<file path="src/rtl/cpu_defs.sv">
// Shared CPU definitions: opcode map and the memory-stage FSM encoding.
package cpu_defs;

  localparam logic [5:0] OP_ADD = 6'b000000;
  localparam logic [5:0] OP_SUB = 6'b000001;
  localparam logic [5:0] OP_AND = 6'b000010;
  localparam logic [5:0] OP_OR  = 6'b000011;
  localparam logic [5:0] OP_XOR = 6'b000100;
  localparam logic [5:0] OP_SLT = 6'b000101;
  localparam logic [5:0] OP_SW  = 6'b010000;
  localparam logic [5:0] OP_LW  = 6'b010001;
  localparam logic [5:0] OP_BEQ = 6'b100000;
  localparam logic [5:0] OP_JMP = 6'b100001;

  typedef enum logic {RUN = 1'b0, MEM = 1'b1} state_t;

  function automatic logic is_alu_op(input logic [5:0] op);
    case (op)
      OP_ADD, OP_SUB, OP_AND, OP_OR, OP_XOR, OP_SLT: is_alu_op = 1'b1;
      default:                                       is_alu_op = 1'b0;
    endcase
  endfunction

endpackage

</file>
<file path="src/rtl/mem_timeout_ctr.sv">
// Saturating wait counter for an outstanding data-memory access.
module mem_timeout_ctr #(
  parameter int TIMEOUT = 15,
  parameter int CW      = $clog2(TIMEOUT + 1)
) (
  input  logic clk,
  input  logic rst,
  input  logic clear,
  input  logic en,
  output logic expired
);

  logic [CW-1:0] cnt;

  always_ff @(posedge clk) begin
    if (rst || clear)                     cnt <= '0;
    else if (en && cnt != CW'(TIMEOUT))   cnt <= cnt + CW'(1);
  end

  // Fires in the last permitted wait cycle, so req is high exactly TIMEOUT cycles.
  assign expired = en && (cnt == CW'(TIMEOUT - 1));

endmodule

</file>
<file path="src/rtl/mem_stage.sv">
// Memory/commit stage: ALU writeback, branch redirect, and LW/SW over a req/ack port.
module mem_stage
  import cpu_defs::*;
#(
  parameter int AW      = 32,
  parameter int DW      = 32,
  parameter int RW      = 5,
  parameter int TIMEOUT = 15
) (
  input  logic          clk,
  input  logic          rst,
  input  logic          ex_valid,
  input  logic [5:0]    ex_op,
  input  logic [DW-1:0] ex_alu_o,
  input  logic [AW-1:0] ex_addr_o,
  input  logic          ex_ife,
  input  logic [RW-1:0] ex_rd,
  output logic          stall_o,
  output logic          dmem_req,
  output logic          dmem_we,
  output logic [AW-1:0] dmem_addr,
  output logic [DW-1:0] dmem_wdata,
  input  logic          dmem_ack,
  input  logic [DW-1:0] dmem_rdata,
  output logic          wb_we,
  output logic [RW-1:0] wb_rd,
  output logic [DW-1:0] wb_data,
  output logic          br_taken,
  output logic [AW-1:0] br_target,
  output logic          err
);

  typedef struct packed {
    logic          we;
    logic [AW-1:0] addr;
    logic [DW-1:0] wdata;
    logic [RW-1:0] rd;
  } mreq_t;

  state_t state, state_nx;
  mreq_t  mreq;
  logic   req_q;
  logic   is_mem, issue, misalign, take_br, wb_alu, acked, expired;

  always_comb begin
    is_mem   = (ex_op == OP_SW) || (ex_op == OP_LW);
    issue    = 1'b0;
    misalign = 1'b0;
    take_br  = 1'b0;
    wb_alu   = 1'b0;
    if (state == RUN && ex_valid) begin
      issue    = is_mem && (ex_addr_o[1:0] == 2'b00);
      misalign = is_mem && (ex_addr_o[1:0] != 2'b00);
      take_br  = (ex_op == OP_JMP) || ((ex_op == OP_BEQ) && ex_ife);
      wb_alu   = is_alu_op(ex_op) && (ex_rd != '0);
    end
  end

  assign acked = (state == MEM) && req_q && dmem_ack;

  always_comb begin
    state_nx = state;
    case (state)
      RUN: if (issue)            state_nx = MEM;
      MEM: if (acked || expired) state_nx = RUN;
      default:                   state_nx = RUN;
    endcase
  end

  always_ff @(posedge clk) begin
    if (rst) state <= RUN;
    else     state <= state_nx;
  end

  mem_timeout_ctr #(.TIMEOUT(TIMEOUT)) u_ctr (
    .clk     (clk),
    .rst     (rst),
    .clear   (state == RUN),
    .en      (state == MEM),
    .expired (expired)
  );

  always_ff @(posedge clk) begin
    if (rst) begin
      req_q     <= 1'b0;
      mreq      <= '0;
      wb_we     <= 1'b0;
      wb_rd     <= '0;
      wb_data   <= '0;
      br_taken  <= 1'b0;
      br_target <= '0;
      err       <= 1'b0;
    end else begin
      wb_we    <= 1'b0;
      br_taken <= 1'b0;
      if (take_br) begin
        br_taken  <= 1'b1;
        br_target <= ex_addr_o;
      end
      if (wb_alu) begin
        wb_we   <= 1'b1;
        wb_rd   <= ex_rd;
        wb_data <= ex_alu_o;
      end
      if (misalign) err <= 1'b1;
      if (issue) begin
        req_q <= 1'b1;
        mreq  <= '{we: (ex_op == OP_SW), addr: {ex_addr_o[AW-1:2], 2'b00},
                   wdata: ex_alu_o, rd: ex_rd};
      end
      // Ack beats a same-cycle timeout; an aborted load never writes back.
      if (acked) begin
        req_q <= 1'b0;
        if (!mreq.we && mreq.rd != '0) begin
          wb_we   <= 1'b1;
          wb_rd   <= mreq.rd;
          wb_data <= dmem_rdata;
        end
      end else if (expired) begin
        req_q <= 1'b0;
        err   <= 1'b1;
      end
    end
  end

  assign stall_o    = (state == MEM) || issue;
  assign dmem_req   = req_q && !rst;
  assign dmem_we    = mreq.we;
  assign dmem_addr  = mreq.addr;
  assign dmem_wdata = mreq.wdata;

endmodule

</file>
<file path="config.mk">
export PLATFORM = sky130hd
export DESIGN_NAME = mem_stage
export DESIGN_NICKNAME = d
export VERILOG_FILES = /design/src/rtl/cpu_defs.sv /design/src/rtl/mem_timeout_ctr.sv /design/src/rtl/mem_stage.sv
export SDC_FILE = /design/constraint.sdc
export NUM_CORES = 1
export LEC_CHECK = 0
export ABC_CLOCK_PERIOD_IN_PS = 3200
export BUFFER_PORTS_ARGS = -buffer_cell sky130_fd_sc_hd__buf_2
export CORE_MARGIN = 2
export CORE_UTILIZATION = 45
export DETAILED_ROUTE_END_ITERATION = 12
export GPL_TIMING_DRIVEN = 1
export PLACE_DENSITY_LB_ADDON = 0.1
export SLEW_MARGIN = 40
export SYNTH_ARGS = -nofsm -noshare
export SYNTH_HDL_FRONTEND = slang
export SYNTH_HIERARCHICAL = 1
export SYNTH_SLANG_ARGS = --single-unit
</file>
<file path="constraint.sdc">
create_clock -name clk -period 3.2 [get_ports clk]
set_clock_uncertainty 0.2 [all_clocks]
set_input_delay 0.16 -clock clk [delete_from_list [all_inputs] [get_ports clk]]
set_output_delay 0.16 -clock clk [all_outputs]
set_load 0.02 [all_outputs]
</file>
; ---- Word-level counts from Yosys, hierarchy flattened
; Cells that the tools add are included.
[classes]
shift = 0
reduce_logical = 25
bitwise = 1
n_mul = 0
div = 0
addsub = 1
n_lt_le_gt_ge = 0
muxes = 22
eq_ne = 11
[op_table]
columns = operator, n
row1 = two-way mux 32 bit, 3
row2 = two-way mux 1 bit, 15
row3 = two-way mux 5 bit, 3
row4 = "== test 6 x 2 -> 1 bit, second input constant", 2
row5 = "== test 6 x 3 -> 1 bit, second input constant", 2
row6 = "== test 6 x 5 -> 1 bit, second input constant", 2
row7 = "== test 6 bit, second input constant", 2
row8 = logical AND 1 bit, 11
row9 = nonzero test 5 bit, 2
row10 = "== test 6 x 1 -> 1 bit, second input constant", 1
row11 = zero test 6 bit, 1
row12 = OR reduction 6 bit, 1
row13 = logical OR 1 bit, 5
row14 = "adder 4 x 1 -> 4 bit, second input constant", 1
row15 = "== test 4 bit, second input constant", 1
row16 = "!= test 4 bit, second input constant", 1
row17 = OR reduction 3 bit, 1
row18 = zero test 1 bit, 2
row19 = zero test 2 bit, 1
row20 = one-hot mux 1 bit (2 select lines), 1
row21 = nonzero test 2 bit, 1
row22 = inverter 1 bit, 1
[word_totals]
inputBits = 112
elab_cells = 73
out_inout_bits = 139
latch_bits = 0
romBits = 0
mem_count = 0
reg_bits = 146
ramBits = 0

; ---- Depth between registers and ports, before layout
; Gate-level depths: netlist of run 1.
[depth]
ltp_word = 9
depth_mapped = 6
ltp_nobuf = 6

; ---- By module
; Netlist of run 1, hierarchy kept.
[modules_own_cells]
columns = module, seq_area_each_um2, area_per_inst_um2, instances, cells_each
row1 = mem_stage, 2842.7, 5911.9, 1, 711
row2 = mem_timeout_ctr, 80.1, 216.5, 1, 22

; ---- Worst setup path before layout of run 1
; Ideal clock, no wire load.
[synth_timing]
kind = register to register
startpoint = register state
endpoint = register wb_data[12]
setup_slack_ns = 1.464
required_time_ns = 2.909
t_arrival_ns = 1.446
synth_period_minus_slack_ns = 1.736
path_buffers = 2
path_stages_with_launch = 6
setup_time_ns = 0.091
cell_sequence = dfxtp_1 > nand3_1 > a211o_1 > buf_2 > buf_2 > a311oi_1
[synth_via]
elab_chain_cells = 6
elab_cells_between_ends = 8
classes_between = mux: 4 / bitwise: 1 / reduce/logical: 3
[synth_lines]
columns = item, line_no
row1 = from (decl), mem_stage.sv:40  ; state_t state, state_nx;
row2 = from (signal assigned), mem_stage.sv:72  ; else state <= state_nx;
row3 = inverter 1 bit, n/a
row4 = logical AND 1 bit, mem_stage.sv:51  ; if (state == RUN && ex_valid) begin
row5 = two-way mux 1 bit, mem_stage.sv:51
row6 = two-way mux 32 bit, mem_stage.sv:100  ; if (wb_alu) begin
row7 = two-way mux 32 bit, mem_stage.sv:114  ; if (!mreq.we && mreq.rd != '0) begin
row8 = two-way mux 32 bit *, mem_stage.sv:112  ; if (acked) begin
row9 = to (signal assigned), mem_stage.sv:103  ; wb_data <= ex_alu_o;
row10 = to (signal assigned), mem_stage.sv:117  ; wb_data <= dmem_rdata;
row11 = to (decl), mem_stage.sv:27  ; output logic [DW-1:0] wb_data,
; Mark *: on every way between the ends. The rest lies on a longest branch, timed or not.
; A chain may end at the register's enable or synchronous reset.

; ---- Worst setup path in the final report of run 1
[layout_timing]
startpoint = input ex_rd[4]
endpoint = register wb_data[31]
[layout_via]
elab_chain_cells = 6
[layout_lines]
columns = item, line_no
row1 = from (decl), mem_stage.sv:17  ; input logic [RW-1:0] ex_rd,
row2 = nonzero test 5 bit *, mem_stage.sv:55  ; wb_alu = is_alu_op(ex_op) && (ex_rd != '0);
row3 = logical AND 1 bit *, mem_stage.sv:55
row4 = two-way mux 1 bit *, mem_stage.sv:51
row5 = two-way mux 32 bit *, mem_stage.sv:100
row6 = two-way mux 32 bit, mem_stage.sv:114
row7 = two-way mux 32 bit *, mem_stage.sv:112
; Marks and branches as above.

==> flow_metrics.py, run 1 <==
metrics = {
    "worst_setup_path": {
        "crit_path_max_fanout": 20,
        "slowest_stage": "dlygate4sd3_1",
        "rrSetupSlack_ns": 0.55,
        "critical_path_class": "input port to flop",
        "crit_top_cell": "dlygate4sd3_1",
        "crit_required_ns": 3.36,
        "arrival_ns": 2.92,
        "path_buf_inv": 4,
        "cp_top_family": "buffers and inverters",
        "cpPeakStageDelay_ns": 0.58,
        "startpoint_type": "input port",
        "path_cells": "dlygate4sd3_1 > buf_2 > nor3_2 > and2_1 > buf_4 > o21ai_0 > a311oi_1 > dlygate4sd3_1",
        "end_kind": "flop",
    },
    "run": {
        "maxCapViolCount": 0,
    },
    "die": {
        "ios": 251,
        "dieHeight_um": 121,
        "die_area_um2": 14600,
        "dieWidth_um": 121,
        "start_util_pct": 46.1,
        "rows": 42,
        "core_area_um2": 13300,
    },
    "cts": {
        "ctsRootBufferMaster": "clkbuf_16",
        "clk_latency_ns": 0.42,
        "postCtsSetupBuffers": 0,
        "numCtsBuffers": 17,
        "cts-resized-gates": 0,
        "clk_path_buf_depth": 2,
        "htreeDepth": 4,
        "cts_tree": "built",
        "cts_sinks": 146,
        "hold_buffers": 107,
        "path_clk_slew_ns": 0.06,
    },
    "final_layout": {
        "n_antenna_cell": 0,
        "stdcell_count": 1190,
        "post-route-util_pct": 64.9,
        "syn2layout_area_growth_pct": 40.8,
        "layout.nets": 1116,
        "drive_above_1_share_pct": 29.2,
    },
    "synth": {
        "synth.distinct_cells": 35,
        "ys_seq_elements": 146,
        "yosys.area_share.simple_pct": 18.8,
        "yosysMostFrequentCell": "dfxtp_1",
        "muxShareOfSynthArea_pct": 5.23,
        "synth_top_family_by_area": "simple AND/OR/NAND/NOR gates",
        "syn_inst": 733,
        "synth_warnings": 6,
        "synth-xor-area-share_pct": 0,
        "synth_commonest_cells": "dfxtp_1 (146), nand2_1 (144), nor2_1 (76)",
        "synth-main-ff-cell": "dfxtp_1",
        "synthAdderAreaFrac_pct": 0.408,
        "synth_seq_area_share_pct": 47.7,
        "yosysTopAreaCell": "dfxtp_1",
        "async_reset_ff_share_pct": 0,
        "synthTopCellsByArea": "dfxtp_1 (48%), nand2_1 (8.8%), buf_4 (8.1%)",
        "netlist_area_um2": 6130,
        "syn_area_per_cell_um2": 8.36,
        "yosysTopAreaCellShare_pct": 47.7,
        "synth_edf_count": 0,
        "synth_compound_area_share_pct": 15.5,
    },
    "outcome": {
        "violations": "hold timing",
        "status": "complete, but fails checks",
    },
    "sta": {
        "max_clock_freq_mhz": 362,
        "whs_ns": -0.0303,
        "fin_setup_tns_ns": 0,
        "hold_violations": 8,
        "setup_viol": 0,
        "drv_slew": 0,
        "slew-limit-headroom_pct": 51.1,
        "timing.final.crit_share_pct": 86.3,
        "worst_slew_pin_slew_ns": 0.733,
        "period_needed_ns": 2.76,
        "rsz0062_at_grt": "no",
    },
    "drt": {
        "route.vias.total": 6202,
        "drc": 0,
        "post_drt_wl_per_cell_um": 15.4,
        "vias_per_cell": 5.21,
        "first_pass_iters": 6,
        "antenna_left": 0,
        "routed_wl_um": 18300,
        "drt_iter0_drc": 446,
    },
    "pwr": {
        "ir_worst_vdd_mv": 0.266,
        "power.leakage_nw": 3.94,
        "powerDensity_nw_per_um2": 462,
    },
    "placed_design": {
        "place_inst": 1051,
        "dp_hpwl_um": 11500,
        "port_buffers": 248,
        "gp_congestion": 0.804,
    },
    "global_route": {
        "grt_pass1_wl_um": 28400,
        "grt_max_degree": 82,
        "grt_pass1_vias": 5873,
        "grt_usage_pct": 24.5,
        "antenna_found_initial": 0,
        "overflow": 0,
    },
    "worst_hold_path": {
        "worstHoldPathType": "input port to flop",
    },
}
-- final cells by class --
type,instances,area (um^2)
flip-flops and latches,146,2920
fillers,1103,4670
well taps,176,220
inverters,3,11.3
multi-input cells,465,2480
clock inverters,5,52.6
repair buffers,369,2460
clock buffers,26,489
-- state kept, by name, indices dropped and copies added, names as in the netlist, 4 cells and up --
| name | flops |
|---|---|
| br_target | 32 |
| dmem_addr | 30 |
| dmem_wdata | 32 |
| mreq | 5 |
| u_ctr/cnt | 4 |
| wb_data | 32 |
| wb_rd | 5 |
-- worst paths after layout --
kind                                   start                    endpoint  depth (start not counted)
setup / recovery                    ex_rd[4]      wb_data[31]$_SDFF_PP0_                          8
hold / removal                      ex_op[4]         br_taken$_SDFF_PP0_                          4
setup reg to reg            state$_SDFF_PP0_      wb_data[31]$_SDFF_PP0_                          6
hold reg to reg   dmem_addr[27]$_SDFFE_PP0P_  dmem_addr[27]$_SDFFE_PP0P_                          2
-- cell families after synthesis --
| group | count (synthesis) |
|---|---|
| compound gates | 155 |
| other cells | 1 |
| mux | 32 |
| flops | 146 |
| fa+ha+maj | 2 |
| simple gates | 274 |
| buf+inv | 123 |
-- per-stage QoR --
stage               cell area, um^2  power [mW]  setup slack (ns)
global placement               6990        2.07             0.937
detailed placement             7000        2.07             0.916
finish                         8630        3.98             0.437
floorplan                      6130        1.96              1.46
CTS                            8610        4.00             0.533
global route                   8630        4.13             0.279
-- layout by cell type (no fill, tap or decap), drive strengths merged, types with 2 or more instances in the layout --
cell	netlist	final
mux2i	32	32
o21ai	37	37
nor2b	3	3
clkinv	0	3
conb	1	2
inv	3	3
nor4	2	2
clkbuf	32	26
a211oi	2	2
nand2	144	144
a311oi	37	37
nor2	76	76
nand4	2	2
dlygate4sd3	0	107
nor3	4	4
a21oi	73	73
and4	3	3
ha	2	2
buf	88	262
a2111oi	2	2
and2	2	2
dfxtp	146	146
nor3b	2	2
nand3	34	34
-- worst min-delay path: stages --
cell,delay [ns]
buf_2,0.09
nor2b_1,0.06
o2111ai_4,0.16
nor2_1,0.06
-- where the power goes --
part           total, mW  switching (mW)  leakage [nW]  internal (mW)
logic              0.305           0.140          2.50          0.164
clock network       1.84           0.719         0.264           1.12
registers           1.84         0.00664          1.18           1.83
-- layer usage --
metal	GRT usage [%]	wire length, um	part of all wire, %	up-vias
li1	-	-	-	2975
met1	28.3	7360	40	2863
met2	42.3	8940	49	315
met3	6.65	1480	8.1	49
met4	10.5	507	2.8	0
met5	0	0	0	-
No activity file was read; power rests on OpenSTA's default activity.
==> inputs of run 2 (changes only) <==
CELL_PAD_IN_SITES_DETAIL_PLACEMENT = 0   (was default)
CELL_PAD_IN_SITES_GLOBAL_PLACEMENT = 1   (was default)
CORE_UTILIZATION = 37   (was 45)
GPL_TIMING_DRIVEN = 0   (was 1)
==> run 2 against run 1 <==
The flow now finishes without violations; combinational power is 5% higher; count of clock-buffer cells in the layout fell by 6; sequential share of layout area shrank 2.6 points; die area increased by 21%; core utilization decreased by 7.9 points; register-to-register slack better by 0.43 ns; maximum frequency increased by 3.6%; clock power rose by 12%; routed wire length rose by 8.4%; critical endpoint is now stall_o.
==> flow_metrics.py, run 2 (synthesis gave the netlist of run 1 again) <==
metrics = {
    "sta": {
        "period_needed_ns": 2.67,
        "drv_slew": 0,
        "whs_ns": 0.0934,
        "fin_ws_ns": 0.532,
        "fin_setup_tns_ns": 0,
        "worst_slew_pin_slew_ns": 0.630,
        "timing.final.crit_share_pct": 83.4,
        "rsz0062_at_grt": "no",
        "slew-limit-headroom_pct": 58.0,
        "max_clock_freq_mhz": 375,
        "hold_violations": 0,
        "setup_viol": 0,
    },
    "placed_design": {
        "dp_hpwl_um": 14300,
        "place_ws_ns": 0.886,
        "place_inst": 1202,
        "port_buffers": 248,
        "gp_congestion": 0.763,
        "dpl_cell_area_um2": 7650,
    },
    "global_route": {
        "grt_pass1_vias": 6121,
        "antenna_found_initial": 0,
        "grt_max_degree": 17,
        "grt_usage_pct": 22.3,
        "overflow": 0,
        "grt_pass1_wl_um": 31200,
    },
    "worst_setup_path": {
        "rr_startpoint": "state$_SDFF_PP0_",
        "path_cells": "nor3b_4 > nand4_1 > clkbuf_1 > nand2_1 > buf_2",
        "crit_path_max_fanout": 13,
        "path_buf_inv": 2,
        "critical_path_class": "flop to output port",
        "arrival_ns": 2.31,
        "cp_top_family": "simple AND/OR/NAND/NOR gates",
        "crit_required_ns": 2.84,
        "rrSetupSlack_ns": 0.98,
        "slowest_stage": "dfxtp_1",
        "r2r_end": "dmem_wdata[13]$_SDFFE_PP0P_",
        "startpoint_type": "flop",
        "cpPeakStageDelay_ns": 0.46,
        "reg2regPathDepth": 6,
        "end_kind": "output port",
    },
    "die": {
        "dieWidth_um": 133,
        "dieHeight_um": 133,
        "die_area_um2": 17600,
        "start_util_pct": 37.4,
        "core_area_um2": 16400,
        "ios": 251,
        "rows": 47,
    },
    "final_layout": {
        "drive_above_1_share_pct": 33.2,
        "layout_commonest_cell": "buf_2",
        "layout.nets": 1224,
        "syn2layout_area_growth_pct": 52.6,
        "n_antenna_cell": 0,
        "final_cell_area_um2": 9350,
        "post-route-util_pct": 57.0,
        "final_cell_mix": "buf_2 (267), dfxtp_1 (146), nand2_1 (144)",
        "stdcell_count": 1343,
    },
    "worst_hold_path": {
        "worstHoldPathType": "input port to flop",
        "min-delay-start": "ex_op[1]",
        "hold_depth": 5,
        "worstHoldEndpoint": "br_target[16]$_SDFFE_PP0P_",
    },
    "cts": {
        "ctsRootBufferMaster": "clkbuf_16",
        "htreeDepth": 4,
        "numCtsBuffers": 17,
        "path_clk_slew_ns": 0.06,
        "clk_path_buf_depth": 2,
        "cts_sinks": 146,
        "cts_tree": "built",
        "clk_latency_ns": 0.42,
    },
    "drt": {
        "antenna_left": 0,
        "routed_wl_um": 19800,
        "drc": 0,
        "vias_per_cell": 4.69,
        "post_drt_wl_per_cell_um": 14.8,
        "drt_iter0_drc": 275,
        "route.vias.total": 6300,
        "first_pass_iters": 5,
    },
    "outcome": {
        "status": "finished clean",
    },
    "pwr": {
        "total_power_mw": 4.22,
        "ir_worst_vdd_mv": 0.361,
        "power.leakage_nw": 4.37,
        "powerDensity_nw_per_um2": 452,
    },
    "run": {
        "maxCapViolCount": 0,
    },
}
[run 2: layer usage]
| metal | share of wire [%] | vias up | GRT usage, % |
|---|---|---|---|
| li1 | - | 3190 | - |
| met1 | 45 | 2858 | 27.8 |
| met2 | 46 | 214 | 36.6 |
| met3 | 6.1 | 38 | 5.82 |
| met4 | 2.6 | 0 | 9.02 |
| met5 | 0 | - | 0 |
[run 2: how the worst max path moves through the flow]
stage                                 end        startpoint  cells past startpoint
6_report                          stall_o  state$_SDFF_PP0_                      5
5_1_grt                           stall_o  state$_SDFF_PP0_                      5
4_1_cts                           stall_o  state$_SDFF_PP0_                      5
3_5_place_dp   dmem_wdata[9]$_SDFFE_PP0P_               rst                      5
3_3_place_gp   dmem_wdata[8]$_SDFFE_PP0P_               rst                      5
2_1_floorplan      wb_data[12]$_SDFF_PP0_  state$_SDFF_PP0_                      5
[run 2: power by group]
part,switching (mW),internal [mW]
Clock,0.800,1.27
Combinational,0.146,0.172
Sequential,0.00617,1.83
[run 2: layout make-up]
type	count	area [um^2]
clock buffer	20	457
multi-input combinational	465	2450
buffer	120	744
fill	1580	7060
clock inverter	12	155
tap	220	275
timing repair buffer	357	2330
inverter	3	11.3
sequential	146	2920
[run 2: worst register-to-register path: stages, from the launching register on]
cell     delay, ns
dfxtp_1       0.46
nor3b_4       0.37
nand4_1       0.36
buf_2         0.33
buf_2         0.22
nand2_1       0.09
a21oi_1       0.06
[run 2: repair_timing]
item,in CTS,in global routing
gates resized for setup,0,0
buffers inserted,0,0
hold endpoints to repair,144,0
hold buffers,109,0
==> inputs of run 3 (changes only) <==
ABC_CLOCK_PERIOD_IN_PS = 2750   (was 3200)
CORE_UTILIZATION = 34   (was 37)
clock period = 2.75 ns   (was 3.2 ns; I/O delays follow)
==> run 3 against run 2 <==
Highest routed layer unchanged; first-iteration DRC count shrank 6.2%; critical path depth up 1; hold slack got worse by 0.020 ns; cell count rose by 0.89%; routed wire length up 4.4%; register-to-register slack got worse by 0.45 ns; non-clock buffer count increased by 3; power increased by 13%; largest cell class unchanged; largest power group unchanged.
==> flow_metrics.py, run 3 (synthesis gave the netlist of run 1 again) <==
metrics = {
    "sta": {
        "hold_violations": 0,
        "fin_ws_ns": 0.288,
        "rsz0062_at_grt": "no",
        "setup_viol": 0,
        "drv_slew": 0,
        "max_clock_freq_mhz": 406,
        "whs_ns": 0.0736,
        "period_needed_ns": 2.46,
        "timing.final.crit_share_pct": 89.5,
        "slew-limit-headroom_pct": 55.0,
        "fin_setup_tns_ns": 0,
        "worst_slew_pin_slew_ns": 0.675,
    },
    "drt": {
        "wl_met2_um": 9770,
        "routed_wl_um": 20700,
        "post_drt_wl_per_cell_um": 15.3,
        "drt-met1-wl_um": 9260,
        "drt_iter0_drc": 258,
        "antenna_left": 0,
        "drc": 0,
        "route.vias.total": 6338,
        "vias_per_cell": 4.68,
        "wl_met3_um": 1310,
        "highest_layer": "met4",
        "first_pass_iters": 4,
    },
    "pwr": {
        "power.leakage_nw": 4.37,
        "total_power_mw": 4.77,
        "powerDensity_nw_per_um2": 510,
        "ir_worst_vdd_mv": 0.412,
    },
    "global_route": {
        "overflow": 0,
        "grt_max_degree": 17,
        "grt_pass1_vias": 6270,
        "grt_pass1_wl_um": 32700,
        "antenna_found_initial": 0,
        "grt_usage_pct": 21.3,
    },
    "worst_setup_path": {
        "path_cells": "dlygate4sd3_1 > buf_2 > clkbuf_1 > clkbuf_1 > nor2b_1 > buf_2",
        "arrival_ns": 2.12,
        "crit_path_max_fanout": 10,
        "cpPeakStageDelay_ns": 0.58,
        "slowest_stage": "clkbuf_1",
        "cp_top_family": "buffers and inverters",
        "critical_path_class": "input port to output port",
        "path_buf_inv": 5,
        "startpoint_type": "input port",
        "crit_required_ns": 2.41,
        "end_kind": "output port",
    },
    "cts": {
        "numCtsBuffers": 17,
        "htreeDepth": 4,
        "cts_tree": "built",
        "ctsRootBufferMaster": "clkbuf_16",
        "path_clk_slew_ns": 0.07,
        "clk_path_buf_depth": 2,
        "cts_sinks": 146,
        "clk_latency_ns": 0.42,
    },
    "final_layout": {
        "final_cell_mix": "buf_2 (267), dfxtp_1 (146), nand2_1 (144)",
        "layout_commonest_cell": "buf_2",
        "layout.nets": 1227,
        "post-route-util_pct": 52.4,
        "n_antenna_cell": 0,
        "multi_input_area_um2": 2450,
        "nFillCells": 1790,
        "drive_above_1_share_pct": 33.4,
        "syn2layout_area_growth_pct": 52.5,
        "regArea_um2": 2920,
    },
    "die": {
        "dieHeight_um": 138,
        "start_util_pct": 34.4,
        "dieWidth_um": 138,
        "ios": 251,
        "die_area_um2": 19100,
        "core_area_um2": 17800,
        "rows": 49,
    },
    "placed_design": {
        "place_ws_ns": 0.432,
        "dp_hpwl_um": 14800,
        "gp_congestion": 0.765,
        "port_buffers": 248,
    },
    "outcome": {
        "status": "finished clean",
    },
    "worst_hold_path": {
        "worstHoldPathType": "input port to flop",
    },
    "run": {
        "maxCapViolCount": 0,
    },
}
==> run 3: worst min-delay path: stages <==
cell and delay (ns):
buf_2 0.09, nor2_1 0.07, o2111ai_2 0.20, mux2i_1 0.10, nor2_1 0.07
==> run 3: worst paths after layout <==
| check | start | endpoint | slack, ns | depth (start not counted) |
|---|---|---|---|---|
| worst max-delay path | rst | dmem_req | 0.29 | 6 |
| worst min-delay path | ex_op[1] | br_target[17]$_SDFFE_PP0P_ | 0.07 | 5 |
| worst min register to register | dmem_addr[23]$_SDFFE_PP0P_ | dmem_addr[23]$_SDFFE_PP0P_ | 0.25 | 2 |
| worst max register to register | state$_SDFF_PP0_ | wb_data[14]$_SDFF_PP0_ | 0.53 | 5 |
==> run 3: report_power, final <==
group          leakage (nW)  switching [mW]  internal, mW
registers              1.18         0.00703          2.13
clock network         0.263           0.978          1.28
logic                  2.93           0.173         0.202
total                  4.37            1.16          3.61
==> run 3: cell type report <==
cell class / count / share of cell area [%]
clock buffer: 19 / 4.74
timing repair buffer: 360 / 25.2
sequential: 146 / 31.3
tap: 229 / 3.07
multi-input combinational: 465 / 26.3
inverter: 3 / 0.120
buffer: 120 / 7.98
clock inverter: 13 / 1.34
==> run 3: per-stage QoR <==
step / cells / area [um^2]
global route: 1355 / 9350
detailed placement: 1211 / 7660
floorplan: 734 / 6130
CTS: 1353 / 9330
finish: 1355 / 9350
global placement: 1211 / 7660
==> run 3: what timing repair did <==
| action | CTS | global route |
|---|---|---|
| setup buffers | 0 | 2 |
| endpoints found under the setup margin | 0 | 1 |
| resized for setup | 0 | 2 |
| hold endpoints to repair | 144 | 0 |
| hold buffers | 110 | 0 |
==> run 3: layer usage <==
layer,vias up,global-route usage (%)
li1,3196,-
met1,2926,26.5
met2,191,35.0
met3,25,6.48
met4,0,7.79
met5,-,0
